`src/rtl/pio_debounced_irq.sv`:
```
// Avalon-MM parallel I/O: set/clear output port, debounced input port
// with per-bit rising/falling edge capture and a maskable level interrupt.
module pio_debounced_irq #(
   parameter int                   IN_WIDTH        = 4,
   parameter int                   OUT_WIDTH       = 8,
   parameter int                   DEBOUNCE_CYCLES = 50000,
   parameter logic [OUT_WIDTH-1:0] OUT_RESET       = '0
) (
   input  logic                 clk_clk,
   input  logic                 reset_reset,
   input  logic [2:0]           avs_address,
   input  logic                 avs_read,
   input  logic                 avs_write,
   input  logic [31:0]          avs_writedata,
   output logic [31:0]          avs_readdata,
   output logic                 avs_readdatavalid,
   output logic                 irq,
   input  logic [IN_WIDTH-1:0]  pi_export,
   output logic [OUT_WIDTH-1:0] po_export
);

   localparam int CW = $clog2(DEBOUNCE_CYCLES);
   localparam logic [CW-1:0] CNT_MAX = CW'(DEBOUNCE_CYCLES - 1);

   logic [IN_WIDTH-1:0]  sync1_q, sync2_q;
   logic [IN_WIDTH-1:0]  deb_q, deb_d;
   logic [CW-1:0]        cnt_q [IN_WIDTH];
   logic [CW-1:0]        cnt_d [IN_WIDTH];
   logic [IN_WIDTH-1:0]  mask_q, mask_d;
   logic [IN_WIDTH-1:0]  rise_q, rise_d;
   logic [IN_WIDTH-1:0]  fall_q, fall_d;
   logic [IN_WIDTH-1:0]  edge_q, edge_d;
   logic [IN_WIDTH-1:0]  edge_clr;
   logic [IN_WIDTH-1:0]  cap;
   logic [OUT_WIDTH-1:0] out_q, out_d;
   logic [31:0]          rdata_q, rdata_d;
   logic                 rvalid_q;

   logic [IN_WIDTH-1:0]  wd_in;
   logic [OUT_WIDTH-1:0] wd_out;
   logic                 unused_wd;

   assign wd_in     = avs_writedata[IN_WIDTH-1:0];
   assign wd_out    = avs_writedata[OUT_WIDTH-1:0];
   assign unused_wd = ^avs_writedata;

   // A bit flips only after CNT_MAX+1 consecutive disagreeing samples
   always_comb begin
      deb_d = deb_q;
      for (int i = 0; i < IN_WIDTH; i++) begin
         cnt_d[i] = '0;
         if (sync2_q[i] != deb_q[i]) begin
            if (cnt_q[i] == CNT_MAX) begin
               deb_d[i] = ~deb_q[i];
            end else begin
               cnt_d[i] = cnt_q[i] + 1'b1;
            end
         end
      end
   end

   assign cap = (deb_d & ~deb_q & rise_q)
              | (~deb_d & deb_q & fall_q);

   always_comb begin
      out_d    = out_q;
      mask_d   = mask_q;
      rise_d   = rise_q;
      fall_d   = fall_q;
      edge_clr = '0;
      if (avs_write) begin
         unique case (avs_address)
            3'd0:    out_d    = wd_out;
            3'd2:    mask_d   = wd_in;
            3'd3:    edge_clr = wd_in;
            3'd4:    rise_d   = wd_in;
            3'd5:    fall_d   = wd_in;
            3'd6:    out_d    = out_q | wd_out;
            3'd7:    out_d    = out_q & ~wd_out;
            default: ;
         endcase
      end
   end

   // A capture on the same edge as a write-1-clear keeps the bit set
   assign edge_d = (edge_q & ~edge_clr) | cap;

   always_comb begin
      rdata_d = rdata_q;
      if (avs_read) begin
         rdata_d = '0;
         unique case (avs_address)
            3'd0:    rdata_d[IN_WIDTH-1:0]  = deb_q;
            3'd1:    rdata_d[OUT_WIDTH-1:0] = out_q;
            3'd2:    rdata_d[IN_WIDTH-1:0]  = mask_q;
            3'd3:    rdata_d[IN_WIDTH-1:0]  = edge_q;
            3'd4:    rdata_d[IN_WIDTH-1:0]  = rise_q;
            3'd5:    rdata_d[IN_WIDTH-1:0]  = fall_q;
            default: rdata_d = '0;
         endcase
      end
   end

   always_ff @(posedge clk_clk or posedge reset_reset) begin
      if (reset_reset) begin
         sync1_q  <= '0;
         sync2_q  <= '0;
         deb_q    <= '0;
         for (int i = 0; i < IN_WIDTH; i++) cnt_q[i] <= '0;
         mask_q   <= '0;
         rise_q   <= '0;
         fall_q   <= '0;
         edge_q   <= '0;
         out_q    <= OUT_RESET;
         rdata_q  <= '0;
         rvalid_q <= 1'b0;
      end else begin
         sync1_q  <= pi_export;
         sync2_q  <= sync1_q;
         deb_q    <= deb_d;
         for (int i = 0; i < IN_WIDTH; i++) cnt_q[i] <= cnt_d[i];
         mask_q   <= mask_d;
         rise_q   <= rise_d;
         fall_q   <= fall_d;
         edge_q   <= edge_d;
         out_q    <= out_d;
         rdata_q  <= rdata_d;
         rvalid_q <= avs_read;
      end
   end

   assign avs_readdata      = rdata_q;
   assign avs_readdatavalid = rvalid_q;
   assign po_export         = out_q;
   assign irq               = |(edge_q & mask_q);

endmodule

```
`config.mk`:
```
export PLATFORM = sky130hd
export DESIGN_NAME = pio_debounced_irq
export DESIGN_NICKNAME = d
export VERILOG_FILES = /design/src/rtl/pio_debounced_irq.sv
export SDC_FILE = /design/constraint.sdc
export NUM_CORES = 1
export LEC_CHECK = 0
export ABC_AREA = 1
export CAP_MARGIN = 20
export CELL_PAD_IN_SITES_DETAIL_PLACEMENT = 0
export CELL_PAD_IN_SITES_GLOBAL_PLACEMENT = 1
export CORE_UTILIZATION = 35
export CTS_BUF_LIST = sky130_fd_sc_hd__clkbuf_8
export CTS_CLUSTER_SIZE = 40
export DETAILED_ROUTE_END_ITERATION = 10
export GPL_TIMING_DRIVEN = 0
export PLACE_DENSITY_LB_ADDON = 0.1
export SETUP_SLACK_MARGIN = 0.02
export SLEW_MARGIN = 5
export SYNTH_ARGS = -nofsm -noshare
export SYNTH_HDL_FRONTEND = slang
export SYNTH_SLANG_ARGS = --single-unit
```
`constraint.sdc`:
```
create_clock -name clk_clk -period 3.45 [get_ports clk_clk]
set_input_delay 0.69 -clock clk_clk [delete_from_list [all_inputs] [get_ports clk_clk]]
set_output_delay 0.69 -clock clk_clk [all_outputs]
set_load 0.02 [all_outputs]
```
==> reports/metrics.cfg <==
[final_layout]
register_area_um2=2730
final_cell_mix=nand2_1 (181), nor2_1 (153), dfrtp_1 (109)
stdcell_count=1051
n_fill_cell=1664
multi_input_comb_area_um2=2530
area_growth_pct=17.7
nNetsFinal=877
drive_above_1_share_pct=9.46
antenna_cells=0
layout_commonest_cell=nand2_1

[cts]
cts_hold_buf=0
cts_tree=built
insertion_delay_ps=390
cts_max_level=3
cts_setup_buffers=0
path_clk_slew_ps=90
cts-root-buf=clkbuf_8
cts_buffer_depth=2
cts_made_buffers=9
ctsResizeCount=0
cts_sinks=109

[power_and_ir_drop]
p_per_area_nw_per_um2=402
p_sw_share_pct=26.4
leakage_nw=3.06
p_int_mw=1.99
share_seq_of_total_power_pct=52.2
ir_drop_uv=312
switchingPower_mw=0.714
power_frac_comb_pct=13.5
clkPwrFrac_pct=34.2

[worst_setup_path]
timing.critical_path.buf_inv=2
crit_family=buffers and inverters
cpPeakStageDelay_ps=650
crit_path_cell_trace=inv_1 > o2111ai_1 > clkdlybuf4s50_1
worst-setup-path-type=reg -> out
critPathCaptureType=output port
crit_slowest_cell=clkdlybuf4s50_1
worstPathArrival_ps=1700
crit_path_start_kind=flop
required_ps=2760
reg2reg_slack_ps=1800
path_max_fanout=2

[yosys]
syn_area_um2=5720
syn_inst=758
synth_cell_types=31
syn_avg_cell_area_um2=7.55
ys_seq_area_share_pct=47.7
ys_ff_latch=109
synth_warnings=0

[timing]
hold_viol_final=0
setup_violations=0
tightest_slew_ps=576
fin_skew_ps=11.8
rsz0062_at_grt=false
min_period_over_period_pct=69.2
relSlewSlack_pct=61.5
fin_tns_setup_ps=0
fmax_ghz=0.419
maxSlewViolCount=0
period_minus_slack_ps=2390

[floorplanning]
coreArea_um2=15900
die_x_um=130
die_area_um2=16900
row_count=46
initial_core_util_pct=35.9
die_h_um=130
io_pins=85

[place]
placedCellCount=1035
port_buffers=35
place_hpwl_mm=9.45
gp_congestion=0.850

[global_routing]
grt_start_max_net_pins=35
antenna_found_initial=0
track_usage_pct=16.0
grt_overflow=0
grt_pass1_wl_mm=20.9
grt_pass1_vias=4432

[routing]
wl_per_cell_um=11.9
via_count=4734
drc=0
drt_iter0_drc=212
viasPerCell=4.50
wl_mm=12.5
antenna_left=0
first_pass_iters=4

[flow_run]
maxCapViolCount=0

[min_path]
hold_class=reg -> reg

[status]
status=completed

-- through the flow --
stage          power (mW)  utilization (%)  hold slack [ps]  instance area, µm²  setup slack, ps
4_1_cts              2.76             42.2              362                6740              998
3_5_place_dp         1.81             40.7              336                6490             1200
5_1_grt              2.85             42.2              377                6740              934
6_report             2.71             42.2              356                6740             1060
3_3_place_gp         1.80             40.3              337                6430              235
2_1_floorplan        1.65                -              331                5810             1440
-- state kept, by name (all words and copies together) (netlist names) --
signal             flops
cnt_q                 64
mask_q                 4
avs_readdatavalid      1
avs_readdata           8
po_export              8
sync2_q                4
sync1_q                4
rise_q                 4
fall_q                 4
edge_q                 4
deb_q                  4
-- cell usage after synthesis (all sizes together) --
cell type / instances / share of area (%)
inv: 91 / 6.0
nor3: 22 / 2.1
buf: 26 / 3.4
nand4: 7 / 0.77
o21bai: 4 / 0.52
and3: 1 / 0.11
ha: 4 / 0.87
a31oi: 4 / 0.44
clkbuf: 2 / 0.15
conb: 1 / 0.066
nor2: 169 / 13
o21ai: 41 / 3.6
nand2: 188 / 13
a21oi: 27 / 2.4
nor3b: 4 / 0.52
dfrtp: 109 / 48
xor2: 12 / 1.8
o2111ai: 1 / 0.15
nand3: 45 / 4.0
-- worst paths after layout --
| path | from | end | cells after the start |
|---|---|---|---|
| hold reg to reg | sync1_q[3] | sync2_q[3] | 0 |
| hold / removal | sync1_q[3] | sync2_q[3] | 0 |
| setup / recovery | edge_q[1] | irq | 3 |
| max in group asynchronous | reset_reset | deb_q[0] | 5 |
| min in group asynchronous | reset_reset | cnt_q[32] | 2 |
| setup reg to reg | cnt_q[16] | cnt_q[26] | 6 |
-- layout make-up --
class	instances	share of cell area (%)
well taps	216	4.01
inverters	91	5.13
flip-flops and latches	109	40.5
plain buffers	28	3.05
clock inverters	3	0.966
repair buffers	38	6.09
clock buffers	13	2.66
multi-input cells	553	37.6
-- worst reg2reg max path, stage by stage (launching register included) --
cell and delay (ps):
dfrtp_1 390, ha_1 210, nand3_1 170, nor2_1 280
nand2_1 130, nand2_1 270, nor3_1 80
-- logic make-up after synthesis --
kind of cell | synth area share [%]
other | 0.0656
AND/OR/NAND/NOR | 32.9
buffers and inverters | 9.56
flip-flops | 47.7
XOR/XNOR | 1.84
adder cells (fa/ha/maj) | 0.875
AO/OA/AOI/OAI | 7.06
-- power groups by stage --
stage	sequential, mW	clock (mW)	combinational, mW
after global routing	1.42	1.02	0.411
after floorplan	1.45	0	0.197
final	1.41	0.926	0.366
after CTS	1.41	0.969	0.372
after global placement	1.44	0	0.358
after detailed placement	1.44	0	0.371
-- per-layer routing --
metal	part of all wire, %	track usage, %
met1	46	19.7
met2	50	27.7
met3	3.4	4.31
met4	0.79	4.10
met5	0	0
Power figures use the tool's default switching activity.
